--- src/rtl/game_flow_ctrl.sv ---
// Game-flow sequencer: menu/play/win/lose/return states, end-screen frame timer and tallies.
// Optional click-to-skip of the end screen is enabled by defining GAME_CLICK_SKIP_EN.
module game_flow_ctrl #(
  parameter int unsigned END_FRAMES      = 300,
  parameter int unsigned SKIP_MIN_FRAMES = 60
) (
  input  logic       clk,
  input  logic       rst_n,
  input  logic       vsync_in,
  input  logic       start_game,
  input  logic       player_dead,
  input  logic       enemy_dead,
  input  logic       mouse_left,
  output logic       select,
  output logic [1:0] game_end,
  output logic       back_to_menu,
  output logic [9:0] end_frame_cnt,
  output logic [7:0] wins,
  output logic [7:0] losses
);

  localparam logic [2:0] StMenu   = 3'd0;
  localparam logic [2:0] StPlay   = 3'd1;
  localparam logic [2:0] StWin    = 3'd2;
  localparam logic [2:0] StLose   = 3'd3;
  localparam logic [2:0] StReturn = 3'd4;

  localparam logic [9:0] EndCnt  = END_FRAMES[9:0];
  localparam logic [9:0] SkipCnt = SKIP_MIN_FRAMES[9:0];

  logic [2:0] state_q, state_d;
  logic [9:0] cnt_q, cnt_d, cnt_inc;
  logic [7:0] wins_q, wins_d, losses_q, losses_d;
  logic       vsync_q;
  logic       tick;
  logic       skip;

  assign tick    = vsync_in & ~vsync_q;
  assign cnt_inc = (cnt_q == 10'd1023) ? cnt_q : cnt_q + 10'd1;

`ifdef GAME_CLICK_SKIP_EN
  logic mouse_q;

  always_ff @(posedge clk or negedge rst_n) begin
    if (!rst_n) mouse_q <= 1'b0;
    else        mouse_q <= mouse_left;
  end

  assign skip = mouse_left & ~mouse_q & (cnt_q >= SkipCnt);
`else
  logic unused_mouse;
  assign unused_mouse = mouse_left;
  assign skip         = 1'b0;
`endif

  always_comb begin
    state_d  = state_q;
    cnt_d    = cnt_q;
    wins_d   = wins_q;
    losses_d = losses_q;
    case (state_q)
      StMenu: begin
        if (start_game) state_d = StPlay;
      end
      StPlay: begin
        // Player death wins the tie against enemy death.
        if (player_dead) begin
          state_d  = StLose;
          cnt_d    = 10'd0;
          losses_d = (losses_q == 8'hff) ? losses_q : losses_q + 8'd1;
        end else if (enemy_dead) begin
          state_d = StWin;
          cnt_d   = 10'd0;
          wins_d  = (wins_q == 8'hff) ? wins_q : wins_q + 8'd1;
        end
      end
      StWin, StLose: begin
        if (tick) cnt_d = cnt_inc;
        if ((tick && cnt_inc == EndCnt) || skip) state_d = StReturn;
      end
      StReturn: state_d = StMenu;
      default:  state_d = StMenu;
    endcase
  end

  always_ff @(posedge clk or negedge rst_n) begin
    if (!rst_n) begin
      state_q  <= StMenu;
      cnt_q    <= 10'd0;
      wins_q   <= 8'd0;
      losses_q <= 8'd0;
      vsync_q  <= 1'b0;
    end else begin
      state_q  <= state_d;
      cnt_q    <= cnt_d;
      wins_q   <= wins_d;
      losses_q <= losses_d;
      vsync_q  <= vsync_in;
    end
  end

  // Outputs decode only registered state, so no input reaches them combinationally.
  assign select        = (state_q == StPlay) || (state_q == StWin) || (state_q == StLose);
  assign game_end      = (state_q == StWin) ? 2'd1 : (state_q == StLose) ? 2'd2 : 2'd0;
  assign back_to_menu  = (state_q == StReturn);
  assign end_frame_cnt = cnt_q;
  assign wins          = wins_q;
  assign losses        = losses_q;

endmodule

--- config.mk ---
export PLATFORM = sky130hd
export DESIGN_NAME = game_flow_ctrl
export DESIGN_NICKNAME = d
export VERILOG_FILES = /design/src/rtl/game_flow_ctrl.sv
export SDC_FILE = /design/constraint.sdc
export NUM_CORES = 1
export LEC_CHECK = 0
export ABC_CLOCK_PERIOD_IN_PS = 2300
export CAP_MARGIN = 20
export CORE_MARGIN = 2
export CORE_UTILIZATION = 51
export CTS_BUF_LIST = sky130_fd_sc_hd__clkbuf_8
export DETAILED_ROUTE_END_ITERATION = 8
export MAX_ROUTING_LAYER = met4
export PLACE_DENSITY = 0.81
export SLEW_MARGIN = 25
export SYNTH_ARGS = -nofsm -noshare
export SYNTH_HDL_FRONTEND = slang
export SYNTH_SLANG_ARGS = --single-unit
--- constraint.sdc ---
create_clock -name clk -period 2.3 [get_ports clk]
set_clock_uncertainty 0.05 [all_clocks]
set_input_delay 0.345 -clock clk [delete_from_list [all_inputs] [get_ports clk]]
set_output_delay 0.345 -clock clk [all_outputs]
set_load 0.02 [all_outputs]
==> reports/metrics.yaml, run 1 <==
synth:
  synth.most_common_cell: "dfrtp_1"
  syn_avg_cell_area_um2: 9.94
  yosys.area.top_type: "dfrtp_1"
  ys_seq_area_share_pct: 46.9
  synth-edff-count: 0
  synthFlopType: "dfrtp_1"
  synth_cell_types: 46
  synth_common_cells: "dfrtp_1 (30), nand2_1 (21), nor2_1 (15), a21oi_1 (10), xnor2_1 (9)"
  synth_area_leaders: "dfrtp_1 (47%), nand2_1 (4.9%), xnor2_1 (4.9%)"
  ys_ff_latch: 30
  synth_top_cell_area_share_pct: 46.9
  async_flop_share_pct: 100
  syn-num-nets: 171
  syn_inst: 161
  synth_warnings: 0
  synth_area_um2: 1600
power:
  power_leakage_nw: 0.900
  powerDensity_nw_per_um2: 810
  vdd_drop_max_mv: 0.687
floorplan:
  start_util_pct: 52.9
  io_pins: 37
  die_area_um2: 3600
  fp.dieH_um: 60.0
  coreArea_um2: 3030
  die_w_um: 60.0
  rows: 20
cells_and_area:
  drive_gt1_share_pct: 10.3
  stdcell_area_um2: 2120
  n_antenna_cell: 0
  fillers: 218
  finish.utilization_pct: 70.1
  nNetsFinal: 213
  syn_to_final_growth_pct: 32.6
grt:
  grt_usage_pct: 21.8
  grt_max_degree: 31
  grt-ovfl-total: 0
  antenna_found_initial: 0
  grt_pass1_wl_um: 5670
  grt_pass1_vias: 1305
detailed_routing:
  wl_um: 3410
  antenna_left: 0
  vias: 1377
  vias_per_cell: 5.55
  first_pass_iters: 4
  wl_per_cell_um: 13.7
  drc: 0
  drt_iter0_markers: 63
critical_path:
  cp_num_buf_inv: 1
  worstSetupPathType: "reg -> out"
  arrival_ps: 1780
  required_ps: 1900
  start_kind: "register"
  critical_path.cell_chain: "nor2b_1, and2_1, clkdlybuf4s50_1"
  slowest_delay_ps: 620
  crit_fanout: 8
  worst_path_max_delay_cell: "clkdlybuf4s50_1"
  critPathCaptureType: "primary output"
  critical-path-top-delay-family: "buffers and inverters"
sta:
  rsz0062_at_grt: "false"
  setup_viol: 0
  fin_hold_ws_ps: 403
  tightestPinTransition_ps: 489
  fmax_ghz: 0.459
  finalSetupTns_ps: 0
  slew-limit-headroom_pct: 67.2
  slew_violations: 0
  timing_hold_violations_final: 0
  period_share_pct: 94.6
  finalCriticalPeriod_ps: 2180
hold_path:
  hold_class: "in -> async"
cts:
  insertion_delay_ps: 280
  clock-sinks: 30
  cts_buffers: 5
  cts_tree: "built"
  root_buffer: "clkbuf_8"
  clk_pin_slew_ps: 60
  cts_setup_buffers: 0
  clk_path_buf_depth: 2
  cts.repair.resized: 0
  htree_levels: 2
  holdBufCountCts: 0
placement:
  port_buffers: 35
  gp_congestion: 0.865
  dp_hpwl_um: 2480
  place_area_um2: 2010
run_status:
  outcome: "finished clean"
flow_run:
  cap_violations: 0
## sequential cells by signal (all words and copies together), names as in the netlist
register       flops
state_q            3
losses             8
wins               8
end_frame_cnt     10
vsync_q            1
## routing by layer
layer / track usage [%] / wire length (um) / up-vias
li1: - / - / 668
met1: 27.2 / 1600 / 666
met2: 32.5 / 1600 / 38
met3: 6.06 / 154 / 5
met4: 10.5 / 51 / 0
met5: - / 0 / -
## layout make-up
class | count | area [um2] | area share [%]
Clock buffer | 8 | 110 | 5.19
Inverter | 3 | 11.3 | 0.531
Multi-Input combinational cell | 125 | 822 | 38.7
Sequential cell | 30 | 751 | 35.4
Tap cell | 44 | 55.1 | 2.59
Timing Repair Buffer | 38 | 373 | 17.6
## path summary, 6_finish.rpt
kind | endpoint | depth (start not counted) | from | slack (ps)
max in group asynchronous | end_frame_cnt[2] | 2 | rst_n | 1510
setup reg to reg | state_q[1] | 6 | end_frame_cnt[0] | 340
hold reg to reg | losses[6] | 1 | losses[6] | 460
min in group clk | losses[6] | 1 | losses[6] | 460
setup / recovery | game_end[1] | 3 | state_q[1] | 120
hold / removal | wins[0] | 2 | rst_n | 400
## cell usage in the layout (no fill, tap or decap), drive strengths merged, types with 3 or more instances in the layout
cell type / netlist / final
xnor2: 9 / 9
nand2: 22 / 22
nor3: 3 / 3
xor2: 6 / 6
clkbuf: 1 / 8
clkdlybuf4s50: 0 / 35
buf: 2 / 3
o21ai: 5 / 5
dfrtp: 30 / 30
ha: 3 / 3
a21oi: 11 / 11
nand3: 6 / 6
and2: 3 / 3
inv: 3 / 3
a21o: 4 / 4
nand4: 8 / 8
nor3b: 4 / 4
nor2: 15 / 15
nor2b: 3 / 3
## power by group
| part | switching, mW | internal (mW) | leakage [nW] |
|---|---|---|---|
| logic | 0.247 | 0.251 | 0.451 |
| clock network | 0.190 | 0.302 | 0.0575 |
| registers | 0.125 | 0.603 | 0.391 |
## metrics by stage
step	power [mW]	worst slack (ps)	std cells
floorplan	0.997	445	161
global placement	1.22	251	240
detailed placement	1.24	223	240
CTS	1.74	120	248
global route	1.81	16.0	248
finish	1.72	124	248
## cells by family (layout without fill, tap and decap cells)
logic type / count (synthesis) / in the layout / share of synthesized area (%)
fa+ha+maj: 3 / 3 / 2.35
mux: 2 / 2 / 1.41
xor+xnor: 15 / 15 / 8.21
flops: 30 / 30 / 46.9
simple gates: 72 / 72 / 24.2
compound gates: 33 / 33 / 15.2
buf+inv: 6 / 49 / 1.72
No activity file was read; power rests on OpenSTA's default activity.
==> run 2: changes to the inputs <==
--- a/config.mk
+++ b/config.mk
@@ -8,11 +8,11 @@
 export ABC_CLOCK_PERIOD_IN_PS = 2300
 export CAP_MARGIN = 20
 export CORE_MARGIN = 2
-export CORE_UTILIZATION = 51
+export CORE_UTILIZATION = 40
 export CTS_BUF_LIST = sky130_fd_sc_hd__clkbuf_8
 export DETAILED_ROUTE_END_ITERATION = 8
 export MAX_ROUTING_LAYER = met4
-export PLACE_DENSITY = 0.81
+export PLACE_DENSITY = 0.66
 export SLEW_MARGIN = 25
 export SYNTH_ARGS = -nofsm -noshare
 export SYNTH_HDL_FRONTEND = slang
==> run 2 against run 1 <==
Clock power up 0.8%. Critical path depth stayed put. Design area rose by 0.71%. Sequential power about the same. Wire length grew 0.53%. Critical path type unchanged. Total power down 0.14%. Setup slack gained 17 ps. Combinational power hardly changed. Flip-flop and latch count is the same. Count of clock-buffer cells in the layout unchanged.
==> reports/metrics.yaml, run 2 (same netlist as run 1, synthesis figures left out) <==
cells_and_area:
  largest_register_ffs: 10
  n_antenna_cell: 0
  nNetsFinal: 214
  finish.utilization_pct: 57.1
  syn_to_final_growth_pct: 33.5
  fillers: 350
  drive_gt1_share_pct: 10.7
  final_common_cell: "clkdlybuf4s50_1"
  final_cell_mix: "clkdlybuf4s50_1 (34), dfrtp_1 (30), nand2_1 (21), nor2_1 (15), a21oi_1 (10)"
run_status:
  outcome: "finished clean"
cts:
  cts_buffers: 5
  cts.repair.resized: 0
  cts_setup_buffers: 0
  cts_tree: "built"
  clk_pin_slew_ps: 60
  clock-sinks: 30
  insertion_delay_ps: 280
  root_buffer: "clkbuf_8"
  clk_path_buf_depth: 2
  holdBufCountCts: 0
  htree_levels: 2
sta:
  finalCriticalPeriod_ps: 2160
  fin_hold_ws_ps: 410
  setup_viol: 0
  rsz0062_at_grt: "false"
  tightestPinTransition_ps: 453
  timing_hold_violations_final: 0
  period_share_pct: 93.9
  fmax_ghz: 0.463
  finalWorstSetupSlack_ps: 141
  finalSetupTns_ps: 0
  slew-limit-headroom_pct: 69.6
  slew_violations: 0
power:
  powerDensity_nw_per_um2: 803
  finalPower_mw: 1.72
  power_leakage_nw: 0.913
  vdd_drop_max_mv: 0.394
critical_path:
  start_kind: "register"
  worstSetupPathType: "reg -> out"
  regToRegSetupSlack_ps: 360
  crit_fanout: 8
  arrival_ps: 1760
  slowest_delay_ps: 610
  critPathCaptureType: "primary output"
  cp_num_buf_inv: 1
  required_ps: 1900
  worst_path_max_delay_cell: "clkdlybuf4s50_1"
  critical-path-top-delay-family: "buffers and inverters"
  critical_path.cell_chain: "nor2b_1, and2_1, clkdlybuf4s50_1"
grt:
  grt_pass1_vias: 1311
  antenna_found_initial: 0
  grt_max_degree: 31
  grt-ovfl-total: 0
  grt_pass1_wl_um: 6010
  grt_usage_pct: 18.1
detailed_routing:
  drc: 0
  vias_per_cell: 5.39
  drt_iter0_markers: 51
  vias: 1363
  antenna_left: 0
  first_pass_iters: 4
  wl_um: 3430
  wl_per_cell_um: 13.5
placement:
  port_buffers: 35
  gp_congestion: 0.937
  dp_hpwl_um: 2520
  place_ws_ps: 322
floorplan:
  io_pins: 37
  start_util_pct: 42.7
  rows: 22
  coreArea_um2: 3740
  fp.dieH_um: 67.3
  die_w_um: 67.3
  die_area_um2: 4520
flow_run:
  cap_violations: 0
hold_path:
  hold_class: "in -> async"
==> run 2: cell count changes in the layout (fill, tap and decap cells not counted) <==
cell,previous run,this run
dlymetal6s2s_1,0,1
buf_4,3,4
clkdlybuf4s50_1,35,34
==> run 2: cell type report <==
class                      instances  area [um2]  area share [%]
sequential                        30         751            35.1
multi-input combinational        125         822            38.5
clock buffer                       8         110            5.15
inverter                           3        11.3           0.527
timing repair buffer              39         383            17.9
tap                               48        60.1            2.81
==> run 2: worst register-to-register path: stages (launching register included) <==
cell,delay (ps)
dfrtp_1,460
ha_1,280
and3_1,260
nand4b_1,140
a21oi_1,160
o221ai_1,190
mux2_2,300
==> run 2: worst paths after layout <==
| check | endpoint | start | depth (start not counted) |
|---|---|---|---|
| max | game_end[1] | state_q[1] | 3 |
| min | losses[1] | rst_n | 2 |
| max reg2reg | state_q[1] | end_frame_cnt[0] | 6 |
| min reg2reg | wins[4] | wins[4] | 1 |
| max in group asynchronous | state_q[0] | rst_n | 2 |
| min in group clk | wins[4] | wins[4] | 1 |
==> run 2: through the flow <==
step / instance area, um2 / instances
finish: 2140 / 253
detailed placement: 2020 / 245
global route: 2140 / 253
floorplan: 1600 / 161
CTS: 2130 / 253
global placement: 2020 / 245
==> run 2: power breakdown <==
group	leakage, nW	internal (mW)	switching [mW]	total, mW
Clock	0.0575	0.302	0.195	0.496
Combinational	0.465	0.250	0.245	0.495
Sequential	0.391	0.603	0.121	0.725
==> run 2: layer usage <==
metal / track usage, % / vias to the layer above / part of all wire, %
li1: - / 672 / -
met2: 26.9 / 42 / 45
met5: - / - / 0
met4: 7.14 / 0 / 1.6
met3: 5.17 / 6 / 5.0
met1: 23.3 / 643 / 48
==> run 3: changes to the inputs <==
--- a/config.mk
+++ b/config.mk
@@ -11,6 +11,7 @@
 export CORE_UTILIZATION = 40
 export CTS_BUF_LIST = sky130_fd_sc_hd__clkbuf_8
 export DETAILED_ROUTE_END_ITERATION = 8
+export GPL_TIMING_DRIVEN = 0
 export MAX_ROUTING_LAYER = met4
 export PLACE_DENSITY = 0.66
 export SLEW_MARGIN = 25
==> run 3 against run 2 <==
Global-route usage up 0.56 points. Maximum frequency is 0.23% higher. Highest routed layer unchanged. Cell count down 0.40%. Wire length increased by 0.26%. Worst hold slack worse by 370 ps.
==> reports/metrics.yaml, run 3 (same netlist as run 1, synthesis figures left out) <==
placement:
  place_ws_ps: 72.0
  dp_hpwl_um: 2480
  place_area_um2: 2010
  gp_congestion: 0.952
  port_buffers: 35
sta:
  slew_violations: 0
  finalCriticalPeriod_ps: 2150
  rsz0062_at_grt: "false"
  finalWorstSetupSlack_ps: 146
  setup_viol: 0
  fmax_ghz: 0.464
  slew-limit-headroom_pct: 56.3
  period_share_pct: 93.7
  tightestPinTransition_ps: 656
  timing_hold_violations_final: 0
  finalSetupTns_ps: 0
floorplan:
  coreArea_um2: 3740
  rows: 22
  fp.dieH_um: 67.3
  start_util_pct: 42.7
  die_area_um2: 4520
  die_w_um: 67.3
  io_pins: 37
critical_path:
  critical_path.cell_chain: "nand2b_1, nor2_1, clkdlybuf4s50_1"
  reg2reg_depth: 6
  crit_fanout: 8
  start_kind: "register"
  arrival_ps: 1760
  regToRegEndpoint: "state_q[1]"
  r2r_start: "end_frame_cnt[0]"
  cp_num_buf_inv: 1
  critPathCaptureType: "primary output"
  required_ps: 1900
  critical-path-top-delay-family: "buffers and inverters"
  slowest_delay_ps: 620
  regToRegSetupSlack_ps: 330
  worst_path_max_delay_cell: "clkdlybuf4s50_1"
  worstSetupPathType: "reg -> out"
detailed_routing:
  vias: 1357
  antenna_left: 0
  first_pass_iters: 4
  drt_iter0_markers: 102
  drc: 0
  wl_per_cell_um: 13.6
  vias_per_cell: 5.38
  wl_um: 3440
grt:
  antenna_found_initial: 0
  grt_pass1_wl_um: 6090
  grt_usage_pct: 18.7
  grt_pass1_vias: 1365
  grt_max_degree: 31
  grt-ovfl-total: 0
cts:
  htree_levels: 2
  insertion_delay_ps: 280
  cts_setup_buffers: 0
  clk_path_buf_depth: 2
  root_buffer: "clkbuf_8"
  clk_pin_slew_ps: 60
  cts_tree: "built"
  clock-sinks: 30
  cts_buffers: 5
cells_and_area:
  fillers: 359
  drive_gt1_share_pct: 10.8
  final_cell_mix: "clkdlybuf4s50_1 (33), dfrtp_1 (29), nand2_1 (21), nor2_1 (15), a21oi_1 (10)"
  multi_input_area_um2: 822
  n_antenna_cell: 0
  area.sequential_um2: 752
  finish.utilization_pct: 56.0
  largest_register_ffs: 10
  final_common_cell: "clkdlybuf4s50_1"
  stdcell_area_um2: 2100
  nNetsFinal: 213
  syn_to_final_growth_pct: 31.1
power:
  power_leakage_nw: 0.896
  vdd_drop_max_mv: 0.543
  powerDensity_nw_per_um2: 789
  finalPower_mw: 1.66
flow_run:
  cap_violations: 0
run_status:
  outcome: "finished clean"
hold_path:
  hold_class: "in -> async"
-- run 3: final cells by class --
cell class | count | share of cell area, %
plain buffers | 3 | 0.835
repair buffers | 35 | 16.4
clock buffers | 6 | 3.94
flip-flops and latches | 30 | 35.8
well taps | 48 | 2.86
inverters | 3 | 0.537
clock inverters | 2 | 0.417
multi-input cells | 125 | 39.2
-- run 3: report_power, final --
part           leakage (nW)  switching (mW)  internal [mW]  total [mW]
clock network        0.0524           0.194          0.236       0.431
registers             0.391           0.107          0.603       0.711
logic                 0.453           0.265          0.250       0.515
total                 0.896           0.567           1.09        1.66
-- run 3: repair_timing --
| action | in CTS | in global routing |
|---|---|---|
| gates resized for setup | 3 | 0 |
| hold buffers | 0 | 0 |
| setup endpoints to repair | 1 | 0 |
-- run 3: stage by stage --
| step | hold slack [ps] | std cells |
|---|---|---|
| after floorplan | -0.591 | 161 |
| after global placement | 437 | 244 |
| after detailed placement | 373 | 244 |
| after CTS | 66.3 | 252 |
| after global routing | 95.7 | 252 |
| final | 38.7 | 252 |
-- run 3: worst max-delay path by stage --
stage,startpoint,endpoint,cells after the start
after global placement,state_q[1],game_end[1],4
after global routing,state_q[2],game_end[0],3
final,state_q[2],game_end[0],3
after CTS,state_q[2],game_end[0],3
after floorplan,end_frame_cnt[0],state_q[1],6
after detailed placement,state_q[1],game_end[1],4
-- run 3: per-layer routing --
metal	track usage (%)	vias up	routed length [um]	part of all wire, %
li1	-	663	-	-
met5	-	-	0	0
met3	5.67	5	198	5.8
met2	27.2	34	1560	45
met1	23.7	655	1620	47
met4	8.67	0	63	1.8
-- run 3: worst reg2reg max path: stages, from the launching register on --
cell and delay [ps]:
dfrtp_1 460, ha_1 290, and3_1 260, nand4b_1 150
a21oi_1 160, o221ai_1 200, mux2_2 310
